--- config.mk ---
export PLATFORM = sky130hd
export DESIGN_NAME = seg7_scan
export DESIGN_NICKNAME = d
export VERILOG_FILES = /design/src/rtl/seg7_scan.sv
export SDC_FILE = /design/constraint.sdc
export NUM_CORES = 1
export LEC_CHECK = 0
export ABC_AREA = 1
export ABC_CLOCK_PERIOD_IN_PS = 1900
export CAP_MARGIN = 20
export CORE_ASPECT_RATIO = 0.9
export CORE_MARGIN = 8
export CORE_UTILIZATION = 45
export CTS_CLUSTER_DIAMETER = 40
export DETAILED_ROUTE_END_ITERATION = 7
export PLACE_DENSITY = 0.7
export SLEW_MARGIN = 20
export SYNTH_ARGS = -nofsm -noshare
export SYNTH_HDL_FRONTEND = slang
export SYNTH_SLANG_ARGS = --single-unit
--- constraint.sdc ---
create_clock -name clk -period 1.9 [get_ports clk]
set_input_delay 0.285 -clock clk [delete_from_list [all_inputs] [get_ports clk]]
set_output_delay 0.285 -clock clk [all_outputs]
set_load 0.1 [all_outputs]
--- src/rtl/seg7_scan.sv ---
// Multiplexed 6-digit 7-segment scanner for an HH.MM.SS display with per-frame digit snapshot.
// Optional leading-zero blanking of the hours-tens digit: define LZ_BLANK_EN.
module seg7_scan #(
  parameter int SCAN_DIV = 4
) (
  input  logic       clk,
  input  logic       rst,
  input  logic       en,
  input  logic [1:0] h10,
  input  logic [3:0] h1,
  input  logic [2:0] m10,
  input  logic [3:0] m1,
  input  logic [2:0] s10,
  input  logic [3:0] s1,
  output logic [5:0] an,
  output logic [6:0] seg,
  output logic       dp,
  output logic       frame_done
);

  localparam logic [15:0] CNT_MAX = 16'(SCAN_DIV - 1);

  typedef enum logic {BLANK, SCAN} state_t;

  state_t      state_reg, state_next;
  logic [15:0] cnt_reg, cnt_next;
  logic [2:0]  idx_reg, idx_next;
  logic [3:0]  snap_reg [6];
  logic [3:0]  snap_next [6];
  logic [3:0]  live [6];
  logic [5:0]  an_reg, an_next;
  logic [6:0]  seg_reg, seg_next;
  logic        dp_reg, dp_next;
  logic        frame_done_reg, frame_done_next;
  logic [2:0]  nidx;
  logic [3:0]  digit;

  // Digit order matches anode order: slot 0 is seconds units, slot 5 hours tens.
  assign live[0] = s1;
  assign live[1] = {1'b0, s10};
  assign live[2] = m1;
  assign live[3] = {1'b0, m10};
  assign live[4] = h1;
  assign live[5] = {2'b00, h10};

  function automatic logic [6:0] dec(input logic [3:0] v);
    case (v)
      4'd0:    dec = 7'h3F;
      4'd1:    dec = 7'h06;
      4'd2:    dec = 7'h5B;
      4'd3:    dec = 7'h4F;
      4'd4:    dec = 7'h66;
      4'd5:    dec = 7'h6D;
      4'd6:    dec = 7'h7D;
      4'd7:    dec = 7'h07;
      4'd8:    dec = 7'h7F;
      4'd9:    dec = 7'h6F;
      default: dec = 7'h40;
    endcase
  endfunction

  always_comb begin
    state_next      = state_reg;
    cnt_next        = cnt_reg;
    idx_next        = idx_reg;
    snap_next       = snap_reg;
    an_next         = an_reg;
    seg_next        = seg_reg;
    dp_next         = dp_reg;
    frame_done_next = 1'b0;
    nidx            = '0;
    digit           = '0;

    case (state_reg)
      BLANK: begin
        an_next  = '0;
        seg_next = '0;
        dp_next  = 1'b0;
        cnt_next = '0;
        idx_next = '0;
        if (en) begin
          snap_next       = live;
          an_next         = 6'b000001;
          seg_next        = dec(s1);
          frame_done_next = 1'b1;
          state_next      = SCAN;
        end
      end
      SCAN: begin
        if (!en) begin
          state_next = BLANK;
          an_next    = '0;
          seg_next   = '0;
          dp_next    = 1'b0;
          cnt_next   = '0;
          idx_next   = '0;
        end else if (cnt_reg == CNT_MAX) begin
          cnt_next = '0;
          if (idx_reg == 3'd5) begin
            // Frame wrap: fresh snapshot, and slot 0 shows the live seconds digit now.
            nidx            = 3'd0;
            snap_next       = live;
            frame_done_next = 1'b1;
            digit           = s1;
          end else begin
            nidx  = idx_reg + 3'd1;
            digit = snap_reg[nidx];
          end
          idx_next = nidx;
          an_next  = 6'b000001 << nidx;
          seg_next = dec(digit);
          dp_next  = (nidx == 3'd2) || (nidx == 3'd4);
`ifdef LZ_BLANK_EN
          if ((nidx == 3'd5) && (snap_reg[5] == 4'd0)) begin
            an_next  = '0;
            seg_next = '0;
          end
`endif
        end else begin
          cnt_next = cnt_reg + 16'd1;
        end
      end
      default: state_next = BLANK;
    endcase
  end

  always_ff @(posedge clk) begin
    if (rst) begin
      state_reg      <= BLANK;
      cnt_reg        <= '0;
      idx_reg        <= '0;
      an_reg         <= '0;
      seg_reg        <= '0;
      dp_reg         <= 1'b0;
      frame_done_reg <= 1'b0;
      for (int i = 0; i < 6; i++) snap_reg[i] <= '0;
    end else begin
      state_reg      <= state_next;
      cnt_reg        <= cnt_next;
      idx_reg        <= idx_next;
      an_reg         <= an_next;
      seg_reg        <= seg_next;
      dp_reg         <= dp_next;
      frame_done_reg <= frame_done_next;
      for (int i = 0; i < 6; i++) snap_reg[i] <= snap_next[i];
    end
  end

  assign an         = an_reg;
  assign seg        = seg_reg;
  assign dp         = dp_reg;
  assign frame_done = frame_done_reg;

endmodule
## Yosys cells after proc, flatten, opt, wreduce, memory -nomap -nowiden

Memories as Yosys holds them, arrays and structs flattened.
Cells that the tools add are included.
Widths: inputs -> output; s select.

- $add $sub $neg: 2
- Order comparisons: 1
- Eq/ne operators: 9
- Shift-type cells: 1
- Multiplexer cells: 38
- Bitwise gates (word level): 2
- Reductions and logical operators: 2

Operators by type and width:

| kind | count |
|---|---|
| $mux 24 | 4 |
| $pmux 24 s2 | 1 |
| $mux 16 | 2 |
| $pmux 16 s2 | 1 |
| $mux 4 | 6 |
| $mux 7 | 3 |
| $mux 3 | 6 |
| $add 16x1->16 const B | 1 |
| $eq 16x2->1 const B | 1 |
| $pmux 7 s2 | 1 |
| $bmux 4 s3 | 1 |
| $mux 6 | 2 |
| $pmux 6 s2 | 1 |
| $mux 1 | 7 |
| $eq 3x3->1 const B | 2 |
| $pmux 3 s2 | 1 |
| $shl 1x3->6 const A | 1 |
| $ge 4x4->1 const B | 1 |
| $ne 2x1->1 const B | 2 |
| $ne 2x2->1 const B | 2 |
| $not 3->4 | 1 |
| $pmux 1 s2 | 2 |
| $reduce_and 4->1 | 1 |
| $add 3x1->3 const B | 1 |
| other kinds (4) | 4 |

- Register bits after elaboration: 59
- Bits in read-only memories: 224
- Input port bits: 23
- Output and inout bits: 15
- Word-level logic and storage cells: 70
- Memories: 2

Memory list:

| name | depth | bits a word | read ports | clocked after Yosys merged registers in | write ports | RTL line | source |
|---|---|---|---|---|---|---|---|
| (name not given) | 16 | 7 | 1 | 0 | 0 | 47 | `case (v)` |
| (name not given) | 16 | 7 | 1 | 0 | 0 | 47 |  |

## Longest topological paths before layout

Gate-level depths: netlist (run 1).
An unclocked memory read counts as a cell.

- Word-level depth: 13
- Mapped depth: 17
- Depth with buffers taken out: 17

## Least setup slack after synthesis (run 1)

Ideal clock, no wire load.

- Kind: register to register
- Start: register idx_reg[1]
- End: register seg_reg[6], in the netlist seg[6]
- Setup time: 0.069 ns
- Arrival: 1.801 ns
- Required time: 1.831 ns
- Path slack: 0.030 ns
- Cell stages (with the launch flop): 18
- Buffers on the path: 0
- Period minus slack after synthesis: 1.870 ns
- Cell sequence: dfxtp_1 -> inv_1 -> ha_1 -> inv_2 -> nand3_1 -> nand2_1 -> nand2_1 -> nand2_1 -> nand2_1 -> inv_1 -> ha_1 -> inv_1 -> nand3_1 -> nand2_1 -> inv_1 -> nand2_1 -> nand2_1 -> a21oi_2

- Longest elaborated chain between the ends: 13
- Elaborated cells between the ends (all ways): 14
- Those cells by class: add/sub (1); eq/ne (1); mux (10); bitwise (1); memory (1)

Ends and longest elaborated chain:

| what | RTL line | source |
|---|---|---|
| start: declaration | 27 | `logic [2:0] idx_reg, idx_next;` |
| start signal: assignment | 140 | `idx_reg <= idx_next;` |
| $add 3x1->3 | 106 | `nidx = idx_reg + 3'd1;` |
| $not 3->4 (implied by the code) | 107 | `digit = snap_reg[nidx];` |
| $bmux 4 s3 | 107 |  |
| $mux 4 (implied by the code) (2 in a row) | 107 |  |
| $mux 4 * | 99 | `if (idx_reg == 3'd5) begin` |
| $mux 4 * | 97 | `end else if (cnt_reg == CNT_MAX) begin` |
| $mux 4 * | 90 | `if (!en) begin` |
| $mux 4 * | 74 | `case (state_reg)` |
| $mem_v2 16x7 * | - |  |
| $mux 7 * | 97 |  |
| $mux 7 * | 90 |  |
| $pmux 7 s2 * | 74 |  |
| end signal: assignment | 142 | `seg_reg <= seg_next;` |
| end: declaration | 32 | `logic [6:0] seg_reg, seg_next;` |

Mark *: on every way between the ends. The rest lies on a longest branch, timed or not. The select of a mux whose other input is x is not followed.
A chain may end at the register's enable or synchronous reset.

## Worst setup path after layout (run 1)

- Start: register idx_reg[1]
- End: register seg_reg[4], in the netlist seg[4]

Same word-level chain as after synthesis.

==> results.md, run 1 <==
- NetSw: 0.000660 W
- Leakage power: 1.65 nW
- Initial DRC Count: 114
- Comb power frac: 16.6%
- Die area: 9490 sq um
- Global Route Usage Sum: 15.6%
- Max cap viols: 0
- # fillers: 627
- CORE AREA: 6480 sq um
- DRC Markers: 0
- Run status: completed
- Num ports: 38
- # hold bufs at CTS: 0
- Required time of the critical path: 2.11 ns
- Data arrival time of the worst path: 2.06 ns
- Largest net degree at the start of global routing: 23
- Gr ovfl total: 0
- Clock Path Buffers: 2
- Fin cells: 584
- Power density over the cells: 631 nW/um^2
- Post-Route WL: 7180 um
- Register clock-pin slew on the reported worst setup and hold paths: 0.10 ns
- Vias per inst: 4.89
- RSZ-0062 raised after global routing: true
- Internal Pwr Total: 0.00166 W
- Syn_nets: 475
- Slew Limit Fails: 0
- Top cell type's share of synthesized area: 36.9%
- Fin crit share: 97.4%
- Routed wire per std cell: 12.3 um
- Post-synth cell types: 32
- Fmax: 0.540 GHz
- Post-route ant nets: 0
- Syn avg cell area: 6.79 sq um
- Pre-antenna DRT Iters: 7
- Clk pwr share: 31.1%
- TritonCTS Buffers: 5
- Max rail drop VDD: 0.000365 V
- Initial antenna violation count: 0
- Port Buf Inserts: 37
- First-pass GRT wire length: 12,000 um
- N_diodes: 0
- Nets: 529
- Pwr Total: 0.00232 W
- CP Capture Type: register
- Routed via count: 2,855
- Synthesized area: 2980 sq um
- Cell taking the most area after synthesis: dfxtp_1
- Rows: 28
- H-tree Lvls: 2
- Switching share of power: 28.5%
- Largest register FFs: 20
- Placer Congestion: 0.911
- Slew @ Worst Pin: 0.293 ns
- CTS tree: done
- Largest cells by area after synthesis: dfxtp_1 (37%), nand2_1 (13%), nand3_1 (8.7%)
- Root buf cell: clkbuf_8
- Final count of hold timing violations: 0
- Skew final: 0.00504 ns
- Sequential power share: 52.3%
- Vias in the first global route: 2,659
- CP Max Fanout: 6
- CP Launch Type: register
- Die X-Extent: 102 um
- Sequential share of the synthesized area: 36.9%
- Final Core Density: 56.6%
- Area grow syn2layout: 23.0%
- Die height: 93.2 um
- Starting Density: 46.0%
- Yosys Warn Count: 0
- Share of cells above drive strength 1: 17.0%
- Hold WS: 0.452 ns
- # setup viols final: 0
- Hpwl dp: 5440 um
- Total clock sinks: 55
- Clk_lat worst skew: 0.31 ns
- Slew HR: 80.3%
- Placed cells: 573
- Hold Crit Class: reg -> reg
- Tmin final: 1.85 ns
- Setup Crit Path Kind: reg -> reg
- Yosys reg bits: 55
- Mapped Cells: 439
[power groups by stage]
stage / registers (W) / logic (W) / clock network, W
2_1_floorplan: 0.00133 / 0.000157 / 0
3_3_place_gp: 0.00124 / 0.000373 / 0
3_5_place_dp: 0.00124 / 0.000376 / 0
4_1_cts: 0.00121 / 0.000381 / 0.000741
5_1_grt: 0.00122 / 0.000419 / 0.000794
6_report: 0.00121 / 0.000384 / 0.000720
[cell type report]
cell class	count	area (sq um)	area share, %
clock buffers	7	96.3	2.63
clock inverters	1	7.51	0.205
inverters	63	236	6.45
multi-input cells	305	1580	43.0
flip-flops and latches	55	1110	30.2
well taps	90	113	3.07
repair buffers	63	532	14.5
[placed cells by master (no fill, tap or decap), types with 3 or more instances in the layout]
master            n
o21ai_1           3
nand2_2           7
inv_1            55
nor2_2            4
dfxtp_1          53
o21ai_0          19
a21oi_1          45
nand2_1          98
buf_4            40
nand3_1          50
inv_2             8
clkbuf_8          7
clkdlybuf4s50_1  22
ha_1             11
nor2_1           43
[cell usage after synthesis, drive strengths merged]
cell and instances:
o21ai 22, nand4 4, nand2 107, nor4 2, a21oi 47, inv 63
o21a 2, xor2 1, clkbuf 6, o31ai 1, or2 1, dfxtp 55
o22ai 1, ha 13, nand3 52, nor2 47, and3 1, buf 10
nor3 3, a31oi 1
[what timing repair did]
item | CTS | global route
setup endpoints to repair | 7 | 31
endpoints found under the hold margin | 0 | 0
pin swaps | 2 | 6
resized for setup | 6 | 16
buffers inserted | 3 | 0
[critical path: stages (launching register included)]
cell and delay, ns:
dfxtp_2 0.35, inv_2 0.05, ha_4 0.30, nand3_2 0.08
nor2_1 0.09, nor2_1 0.04, nand2_1 0.09, nand2_2 0.08
buf_4 0.15, ha_1 0.22, nand3_1 0.11, nand3_2 0.06
nand2_1 0.08, a21oi_1 0.06
[cell families after synthesis]
| family | count (synthesis) | synth area share (%) |
|---|---|---|
| AOI/OAI and AO/OA | 74 | 12.9 |
| and+or+nand+nor | 217 | 32.7 |
| buffers and inverters | 79 | 11.7 |
| DFF | 55 | 36.9 |
| xor gates and xnor gates | 1 | 0.294 |
| adders and majority gates | 13 | 5.45 |
[worst paths after layout]
kind / slack [ns] / end / depth (start not counted) / from
setup / recovery: 0.05 / seg[4]$_SDFFE_PP0P_ / 13 / idx_reg[1]$_SDFFE_PP0P_
hold / removal: 0.45 / cnt_reg[0]$_SDFF_PP0_ / 1 / cnt_reg[0]$_SDFF_PP0_
setup reg to reg: 0.05 / seg[4]$_SDFFE_PP0P_ / 13 / idx_reg[1]$_SDFFE_PP0P_
hold reg to reg: 0.45 / cnt_reg[0]$_SDFF_PP0_ / 1 / cnt_reg[0]$_SDFF_PP0_
[metal layers]
| layer | global-route usage [%] | routed length (um) | share of wire, % | up-vias |
|---|---|---|---|---|
| li1 | - | - | - | 1512 |
| met1 | 20.4 | 3540 | 49 | 1278 |
| met2 | 24.6 | 3180 | 44 | 61 |
| met3 | 4.01 | 389 | 5.4 | 4 |
| met4 | 4.52 | 68 | 0.95 | 0 |
| met5 | 0 | 0 | 0 | - |
[through the flow]
| step | setup WS [ns] | instance area, sq um | TNS [ns] |
|---|---|---|---|
| final | 0.0497 | 3670 | 0 |
| after global routing | -0.103 | 3670 | -0.634 |
| after CTS | 0.00305 | 3630 | 0 |
| after detailed placement | -0.175 | 3490 | -0.776 |
| after global placement | -0.0625 | 3490 | -0.189 |
| after floorplan | 0.0299 | 2980 | 0 |
Note: power is estimated with default switching activity, not from simulation.
==> run 2, diff against run 1 <==
- CAP_MARGIN: 20 -> 5
==> results of run 2 <==
Same layout as run 1: the final DEF is identical, and so are final timing and power.
